<file path="src/rtl/otter_intc_csr_if.sv">
// otter_intc_csr_if
// Bundles the control-FSM side of the OTTER CSR file / interrupt controller.
//   master : the control FSM (drives CSR write path, pc, int_check, mret_exec)
//   slave  : otter_intc_csr (returns csr_rd, int_taken, trap_target, mepc_out,
//            mie_global)
// Signals:
//   csr_we       CSR write strobe
//   csr_addr     CSR address, ir[31:20]
//   csr_wd       merged CSR write data (RW/RS/RC already applied)
//   pc           address of the next instruction; saved to mepc on a trap
//   int_check    instruction-boundary strobe; a trap may be taken this cycle
//   mret_exec    MRET executing this cycle
//   csr_rd       combinational read data for csr_addr
//   int_taken    trap accepted this cycle
//   trap_target  PC source for a trap
//   mepc_out     current mepc, PC source for MRET
//   mie_global   mstatus.MIE
interface otter_intc_csr_if;
  logic        csr_we;
  logic [11:0] csr_addr;
  logic [31:0] csr_wd;
  logic [31:0] pc;
  logic        int_check;
  logic        mret_exec;
  logic [31:0] csr_rd;
  logic        int_taken;
  logic [31:0] trap_target;
  logic [31:0] mepc_out;
  logic        mie_global;

  modport master (
    output csr_we, csr_addr, csr_wd, pc, int_check, mret_exec,
    input  csr_rd, int_taken, trap_target, mepc_out, mie_global
  );

  modport slave (
    input  csr_we, csr_addr, csr_wd, pc, int_check, mret_exec,
    output csr_rd, int_taken, trap_target, mepc_out, mie_global
  );
endinterface

</file>
<file path="src/rtl/otter_intc_csr.sv">
// otter_intc_csr
// Machine-mode CSR file plus an edge-latched, fixed-priority interrupt
// controller for the OTTER multicycle core.
// Implements mstatus (MIE/MPIE), mie, mtvec (direct/vectored), mepc, mcause
// and mip (write-1-to-clear). Source 0 has the highest priority.
// Ports:
//   clk       CPU clock, all state updates on the rising edge
//   rst       asynchronous active-high reset
//   i_irq_in  level interrupt lines, already synchronised to clk
//   bus       otter_intc_csr_if.slave (CSR write path, trap/MRET handshake)
module otter_intc_csr #(
  parameter int          NUM_IRQ     = 4,
  parameter logic [31:0] MTVEC_RESET = 32'h0000_0000
) (
  input  logic               clk,
  input  logic               rst,
  input  logic [NUM_IRQ-1:0] i_irq_in,
  otter_intc_csr_if.slave    bus
);

  localparam logic [11:0] ADDR_MSTATUS = 12'h300;
  localparam logic [11:0] ADDR_MIE     = 12'h304;
  localparam logic [11:0] ADDR_MTVEC   = 12'h305;
  localparam logic [11:0] ADDR_MEPC    = 12'h341;
  localparam logic [11:0] ADDR_MCAUSE  = 12'h342;
  localparam logic [11:0] ADDR_MIP     = 12'h344;

  logic               r_mstatMie;
  logic               r_mstatMpie;
  logic [NUM_IRQ-1:0] r_mieEn;
  logic [31:0]        r_mtvec;
  logic [31:0]        r_mepc;
  logic [31:0]        r_mcause;
  logic [NUM_IRQ-1:0] r_pending;
  logic [NUM_IRQ-1:0] r_irqPrev;

  logic [NUM_IRQ-1:0] w_enPend;
  logic               w_req;
  logic [3:0]         w_sel;
  logic               w_taken;
  logic [31:0]        w_base;
  logic [NUM_IRQ-1:0] w_rise;
  logic [NUM_IRQ-1:0] w_trapClr;
  logic [NUM_IRQ-1:0] w_w1cClr;
  logic [31:0]        w_csrRd;
  logic               w_wrMstatus;
  logic               w_wrMie;
  logic               w_wrMtvec;
  logic               w_wrMepc;
  logic               w_wrMcause;
  logic               w_wrMip;

  // Decode which implemented CSR (if any) the FSM is writing this cycle.
  assign w_wrMstatus = bus.csr_we && (bus.csr_addr == ADDR_MSTATUS);
  assign w_wrMie     = bus.csr_we && (bus.csr_addr == ADDR_MIE);
  assign w_wrMtvec   = bus.csr_we && (bus.csr_addr == ADDR_MTVEC);
  assign w_wrMepc    = bus.csr_we && (bus.csr_addr == ADDR_MEPC);
  assign w_wrMcause  = bus.csr_we && (bus.csr_addr == ADDR_MCAUSE);
  assign w_wrMip     = bus.csr_we && (bus.csr_addr == ADDR_MIP);

  // Interrupt request: any enabled pending source while MIE is set.
  assign w_enPend = r_pending & r_mieEn;
  assign w_req    = r_mstatMie && (|w_enPend);

  // Priority encoder: scanning from the top down leaves the lowest set index.
  always_comb begin
    w_sel = 4'd0;
    for (int i = NUM_IRQ - 1; i >= 0; i--) begin
      if (w_enPend[i]) w_sel = 4'(i);
    end
  end

  // MRET owns the cycle it executes in, so it blocks trap acceptance.
  assign w_taken = bus.int_check && w_req && !bus.mret_exec;

  // Vectored mode offsets the base by 4 bytes per source index.
  assign w_base = {r_mtvec[31:2], 2'b00};

  assign bus.int_taken   = w_taken;
  assign bus.trap_target = r_mtvec[0] ? (w_base + {26'b0, w_sel, 2'b00}) : w_base;
  assign bus.mepc_out    = r_mepc;
  assign bus.mie_global  = r_mstatMie;

  // Edge detection and the two clear sources; the trap clear and the mip
  // W1C clear are OR-combined, and a fresh rising edge overrides both.
  assign w_rise    = i_irq_in & ~r_irqPrev;
  assign w_trapClr = w_taken ? (NUM_IRQ'(1) << w_sel) : '0;
  assign w_w1cClr  = w_wrMip ? bus.csr_wd[NUM_IRQ-1:0] : '0;

  // Combinational CSR read of pre-edge state; unimplemented addresses read 0.
  always_comb begin
    w_csrRd = 32'd0;
    case (bus.csr_addr)
      ADDR_MSTATUS: begin
        w_csrRd[3] = r_mstatMie;
        w_csrRd[7] = r_mstatMpie;
      end
      ADDR_MIE:    w_csrRd[NUM_IRQ-1:0] = r_mieEn;
      ADDR_MTVEC:  w_csrRd = r_mtvec;
      ADDR_MEPC:   w_csrRd = r_mepc;
      ADDR_MCAUSE: w_csrRd = r_mcause;
      ADDR_MIP:    w_csrRd[NUM_IRQ-1:0] = r_pending;
      default:     w_csrRd = 32'd0;
    endcase
  end

  assign bus.csr_rd = w_csrRd;

  // mstatus: a trap stacks MIE into MPIE, MRET unstacks it; both outrank
  // a software write to mstatus in the same cycle.
  always_ff @(posedge clk or posedge rst) begin
    if (rst) begin
      r_mstatMie  <= 1'b0;
      r_mstatMpie <= 1'b0;
    end else if (w_taken) begin
      r_mstatMpie <= r_mstatMie;
      r_mstatMie  <= 1'b0;
    end else if (bus.mret_exec) begin
      r_mstatMie  <= r_mstatMpie;
      r_mstatMpie <= 1'b1;
    end else if (w_wrMstatus) begin
      r_mstatMie  <= bus.csr_wd[3];
      r_mstatMpie <= bus.csr_wd[7];
    end
  end

  // mepc and mcause capture trap context; a same-cycle write loses.
  always_ff @(posedge clk or posedge rst) begin
    if (rst) begin
      r_mepc   <= 32'd0;
      r_mcause <= 32'd0;
    end else begin
      if (w_taken)       r_mepc <= bus.pc & 32'hFFFF_FFFC;
      else if (w_wrMepc) r_mepc <= bus.csr_wd & 32'hFFFF_FFFC;
      if (w_taken)         r_mcause <= {1'b1, 27'b0, w_sel};
      else if (w_wrMcause) r_mcause <= bus.csr_wd;
    end
  end

  // mie and mtvec are plain software registers; mtvec bit1 is hardwired 0.
  always_ff @(posedge clk or posedge rst) begin
    if (rst) begin
      r_mieEn <= '0;
      r_mtvec <= MTVEC_RESET;
    end else begin
      if (w_wrMie)   r_mieEn <= bus.csr_wd[NUM_IRQ-1:0];
      if (w_wrMtvec) r_mtvec <= bus.csr_wd & 32'hFFFF_FFFD;
    end
  end

  // Pending bits latch rising edges of the level inputs.
  always_ff @(posedge clk or posedge rst) begin
    if (rst) begin
      r_irqPrev <= '0;
      r_pending <= '0;
    end else begin
      r_irqPrev <= i_irq_in;
      r_pending <= (r_pending & ~(w_trapClr | w_w1cClr)) | w_rise;
    end
  end

endmodule
</file>
<file path="src/flat_wrapper.sv">
// flat-port wrapper written by rule: the top's interface ports become plain ports
module otter_intc_csr_flat 
#(
  parameter int          NUM_IRQ     = 4,
  parameter logic [31:0] MTVEC_RESET = 32'h0000_0000
)
  (clk, rst, i_irq_in, bus_csr_we, bus_csr_addr, bus_csr_wd, bus_pc, bus_int_check, bus_mret_exec, bus_csr_rd, bus_int_taken, bus_trap_target, bus_mepc_out, bus_mie_global);
  otter_intc_csr_if bus_i ();
  input  logic clk;
  input  logic rst;
  input  logic [NUM_IRQ-1:0] i_irq_in;
  input wire logic [$bits(bus_i.csr_we)-1:0] bus_csr_we;
  input wire logic [$bits(bus_i.csr_addr)-1:0] bus_csr_addr;
  input wire logic [$bits(bus_i.csr_wd)-1:0] bus_csr_wd;
  input wire logic [$bits(bus_i.pc)-1:0] bus_pc;
  input wire logic [$bits(bus_i.int_check)-1:0] bus_int_check;
  input wire logic [$bits(bus_i.mret_exec)-1:0] bus_mret_exec;
  output wire logic [$bits(bus_i.csr_rd)-1:0] bus_csr_rd;
  output wire logic [$bits(bus_i.int_taken)-1:0] bus_int_taken;
  output wire logic [$bits(bus_i.trap_target)-1:0] bus_trap_target;
  output wire logic [$bits(bus_i.mepc_out)-1:0] bus_mepc_out;
  output wire logic [$bits(bus_i.mie_global)-1:0] bus_mie_global;
  assign bus_i.csr_we = bus_csr_we;
  assign bus_i.csr_addr = bus_csr_addr;
  assign bus_i.csr_wd = bus_csr_wd;
  assign bus_i.pc = bus_pc;
  assign bus_i.int_check = bus_int_check;
  assign bus_i.mret_exec = bus_mret_exec;
  assign bus_csr_rd = bus_i.csr_rd;
  assign bus_int_taken = bus_i.int_taken;
  assign bus_trap_target = bus_i.trap_target;
  assign bus_mepc_out = bus_i.mepc_out;
  assign bus_mie_global = bus_i.mie_global;
  otter_intc_csr #(.NUM_IRQ(NUM_IRQ), .MTVEC_RESET(MTVEC_RESET)) u_core (.clk(clk), .rst(rst), .i_irq_in(i_irq_in), .bus(bus_i));
endmodule
</file>
<file path="config.mk">
export PLATFORM = sky130hd
export DESIGN_NAME = otter_intc_csr_flat
export DESIGN_NICKNAME = d
export VERILOG_FILES = /design/src/rtl/otter_intc_csr_if.sv /design/src/rtl/otter_intc_csr.sv /design/src/flat_wrapper.sv
export SDC_FILE = /design/constraint.sdc
export NUM_CORES = 1
export LEC_CHECK = 0
export BUFFER_PORTS_ARGS = -buffer_cell sky130_fd_sc_hd__buf_4
export CORE_MARGIN = 4
export CORE_UTILIZATION = 45
export CTS_BUF_LIST = sky130_fd_sc_hd__clkbuf_8 sky130_fd_sc_hd__clkbuf_16
export DETAILED_ROUTE_END_ITERATION = 6
export PLACE_DENSITY = 0.68
export SLEW_MARGIN = 40
export SYNTH_ARGS = -nofsm -noshare
export SYNTH_HDL_FRONTEND = slang
export SYNTH_SLANG_ARGS = --single-unit
</file>
<file path="constraint.sdc">
create_clock -name clk -period 5.2 [get_ports clk]
set_input_delay 0.26 -clock clk [delete_from_list [all_inputs] [get_ports clk]]
set_output_delay 0.26 -clock clk [all_outputs]
set_load 0.02 [all_outputs]
</file>
==> insert_results.sql <==
INSERT INTO impl_metrics (metric_group, metric, value, unit) VALUES
('die', 'placementRows', '42', ''),
('cells_and_area', 'area_growth_syn_to_layout', '28.2', '%'),
('timing', 'totalNegativeSetupSlack', '0', 'ns'),
('timing', 'worst-slew-pin-transition', '0.774', 'ns'),
('clocking', 'clockRootBuffer', 'sky130_fd_sc_hd__clkbuf_16', ''),
('detailed_routing', 'post-route-drc-count', '0', ''),
('clocking', 'cts_inserted_buffers', '9', ''),
('timing', 'post-route-period-util', '0.590', ''),
('worst_setup_path', 'setup.worst_path.class', 'flip-flop to output port', ''),
('cells_and_area', 'drive_above_1_share', '0.323', ''),
('logic_synthesis', 'synth_seq_area_share', '0.444', ''),
('clocking', 'clock_path_buffers', '2', ''),
('logic_synthesis', 'synth_largest_type_area_fraction', '0.444', ''),
('die', 'pin_count', '183', ''),
('timing', 'worst_slack', '2.13', 'ns'),
('hold_path', 'hp-start', 'i_irq_in[1]', ''),
('die', 'dieHeight', '124', 'um'),
('logic_synthesis', 'post-synth-top-area-cell', 'sky130_fd_sc_hd__dfrtp_1', ''),
('power_and_ir_drop', 'intPower', '1340', 'uW'),
('grt', 'globalRouteTotalUtil', '0.247', ''),
('worst_setup_path', 'crit_path_end_kind', 'output port', ''),
('grt', 'grt_antenna_before_repair', '0', ''),
('detailed_routing', 'vias_after_detailed_routing', '5621', ''),
('die', 'fp.dieW', '124', 'um'),
('logic_synthesis', 'synth.top_cells.by_area', 'sky130_fd_sc_hd__dfrtp_1 44%, sky130_fd_sc_hd__mux2_2 7.6%, sky130_fd_sc_hd__nand2_1 6.7%', ''),
('grt', 'grt_overflow', '0', ''),
('power_and_ir_drop', 'worst_ir_drop_vdd', '0.000133', 'V'),
('grt', 'pin_count_of_the_biggest_net_entering_global_routing', '66', ''),
('timing', 'hold_viol_final', '0', ''),
('cells_and_area', 'num_antenna_cells', '0', ''),
('timing', 'setup_viol_count_final', '0', ''),
('logic_synthesis', 'synthesis.area_per_instance', '9.46', 'um2'),
('detailed_routing', 'avgViaCountPerCell', '5.82', ''),
('die', 'design.die.area', '0.0153', 'mm2'),
('power_and_ir_drop', 'combinationalPowerShare', '0.115', ''),
('timing', 'period_needed', '3.07', 'ns'),
('clocking', 'tritoncts', 'built', ''),
('place', 'port-buffer-count', '176', ''),
('run_status', 'run_status', 'complete, no violations', ''),
('logic_synthesis', 'synth.lib_cells_used.distinct', '45', ''),
('hold_path', 'min-delay-path-class', 'primary input to flip-flop', ''),
('place', 'dpl.hpwl', '13000', 'um'),
('timing', 'max_freq', '326', 'MHz'),
('die', 'core_region_area', '0.0132', 'mm2'),
('clocking', 'clkTransAtPathRegs', '0.07', 'ns'),
('clocking', 'cts.sink_count', '107', ''),
('clocking', 'holdBufCountCts', '1', ''),
('timing', 'drv_slew', '0', ''),
('logic_synthesis', 'synthCells', '638', ''),
('timing', 'finalClockSkew', '0.00798', 'ns'),
('hold_path', 'hold-path-cell-count', '1', ''),
('hold_path', 'whs_endpoint', 'u_core.r_irqPrev[1]', ''),
('detailed_routing', 'wire_per_inst', '19.7', 'um'),
('detailed_routing', 'dr.first_iter.drc_count', '602', ''),
('logic_synthesis', 'ys.warnings.count', '0', ''),
('detailed_routing', 'routed_wirelength', '19000', 'um'),
('place', 'pre_cts_ws', '2.14', 'ns'),
('worst_setup_path', 'critical_path.max_fanout', '14', ''),
('timing', 'rsz0062_at_grt', 'no', ''),
('power_and_ir_drop', 'clockPowerShare', '0.392', ''),
('timing', 'slew-limit-headroom', '0.483', ''),
('clocking', 'htreeDepth', '3', ''),
('clocking', 'ctsResizeCount', '0', ''),
('grt', 'grt_pass1_vias', '5622', ''),
('place', 'global_placement_routability_congestion', '0.854', ''),
('logic_synthesis', 'ys_ff_latch', '107', ''),
('clocking', 'clock_insertion_delay_worst_skew', '0.35', 'ns'),
('worst_setup_path', 'critical_path_required', '4.94', 'ns'),
('worst_setup_path', 'reg2reg_depth', '5', ''),
('detailed_routing', 'detail-route-antenna-nets', '0', ''),
('cells_and_area', 'num-nets-final', '872', '');
[power groups by stage]
stage	combinational, uW	sequential [uW]	clock (uW)
4_1_cts	205	880	709
6_report	204	880	699
3_5_place_dp	203	895	0
5_1_grt	221	883	742
2_1_floorplan	67.1	915	0
3_3_place_gp	199	895	0
[per-layer routing]
metal,up-vias,wire length (um),GRT usage
li1,2570,-,-
met1,2755,8000,0.321
met2,260,9080,0.403
met3,36,1560,0.0554
met4,0,397,0.0920
met5,-,0,0
[synth_stat cells, drive strengths merged]
library cell and number:
nor2 65, inv 6, nand3 8, nand4 18
dfrtp 107, nand2b 1, xnor2 1, a22o 4
a21oi 4, xor2 28, o22ai 3, ha 2
nor3b 4, or3 1, and3 7, clkbuf 24
buf 28, and3b 2, a32o 6, nor4 11
mux2i 33, o21ai 28, and4bb 2, and4 7
conb 1, o31a 1, nor2b 3, a22oi 35
nor4b 5, nor3 9, nand2 107, mux2 42
a31oi 33, and2 2
[sequential cells by signal (all words and copies together), names as in the netlist]
name,count
u_core.r_mcause,32
u_core.r_pending,4
u_core.r_mieEn,4
u_core.r_mtvec,31
u_core.bus.mie_global,1
u_core.r_mstatMpie,1
u_core.bus.mepc_out,30
u_core.r_irqPrev,4
[kinds of logic (layout without fill, tap and decap cells)]
logic type / count (synthesis) / after routing / share of synthesized area
AO/OA/AOI/OAI: 114 / 114 / 0.125
XOR/XNOR: 29 / 29 / 0.0421
adder cells (fa/ha/maj): 2 / 2 / 0.00415
buffers and inverters: 58 / 206 / 0.0479
flip-flops: 107 / 107 / 0.444
multiplexers: 75 / 75 / 0.133
other: 1 / 4 / 0.000621
AND/OR/NAND/NOR: 252 / 252 / 0.204
[metrics by stage]
step                      cells   util  hold WS (ns)  power [uW]  cell area [um2]
final                       965  0.587        0.0184        1780             7740
after floorplan             641      -         0.291         983             6050
after CTS                   965  0.585       0.00838        1790             7720
after detailed placement    949  0.562         0.363        1100             7410
after global routing        965  0.587        0.0126        1850             7740
after global placement      949  0.562         0.352        1090             7410
[final cells by class]
type                            instances  area (um2)
Fill cell                            1187        5450
Multi-Input combinational cell        476        3130
Sequential cell                       107        2680
Timing Repair Buffer                  185        1400
Clock buffer                           11         253
Tap cell                              176         220
Clock inverter                          4        42.5
Inverter                                6        25.0
[critical path, cell delays in order, from the launching register on]
cell and delay (ns):
sky130_fd_sc_hd__dfrtp_1 0.44, sky130_fd_sc_hd__nand2_1 0.09, sky130_fd_sc_hd__a32o_1 0.29, sky130_fd_sc_hd__and2_1 0.16, sky130_fd_sc_hd__ha_1 0.20, sky130_fd_sc_hd__ha_1 0.22, sky130_fd_sc_hd__a31oi_4 0.46, sky130_fd_sc_hd__nor4_1 0.16
sky130_fd_sc_hd__xor2_1 0.24, sky130_fd_sc_hd__buf_4 0.19
[layout by cell type (no fill, tap or decap), drive strengths merged, types with 5 or more instances in the layout]
master  count
a22oi      35
a31oi      33
a32o        6
and3        7
and4        7
buf       184
clkbuf     11
dfrtp     107
inv         8
mux2       42
mux2i      33
nand2     107
nand3       8
nand4      18
nor2       65
nor3        9
nor4       11
nor4b       5
o21ai      28
xor2       28
[how the worst max path moves through the flow]
stage	cells after the start	to	start
after floorplan	1	u_core.bus.mepc_out[10]	rst
after global placement	5	bus_csr_rd[31]	bus_csr_addr[3]
after detailed placement	7	u_core.bus.mepc_out[13]	bus_csr_addr[6]
after CTS	9	bus_trap_target[30]	u_core.r_mieEn[2]
after global routing	9	bus_trap_target[20]	u_core.r_mieEn[2]
final	9	bus_trap_target[20]	u_core.r_mieEn[2]
No activity file was read; power rests on OpenSTA's default activity.
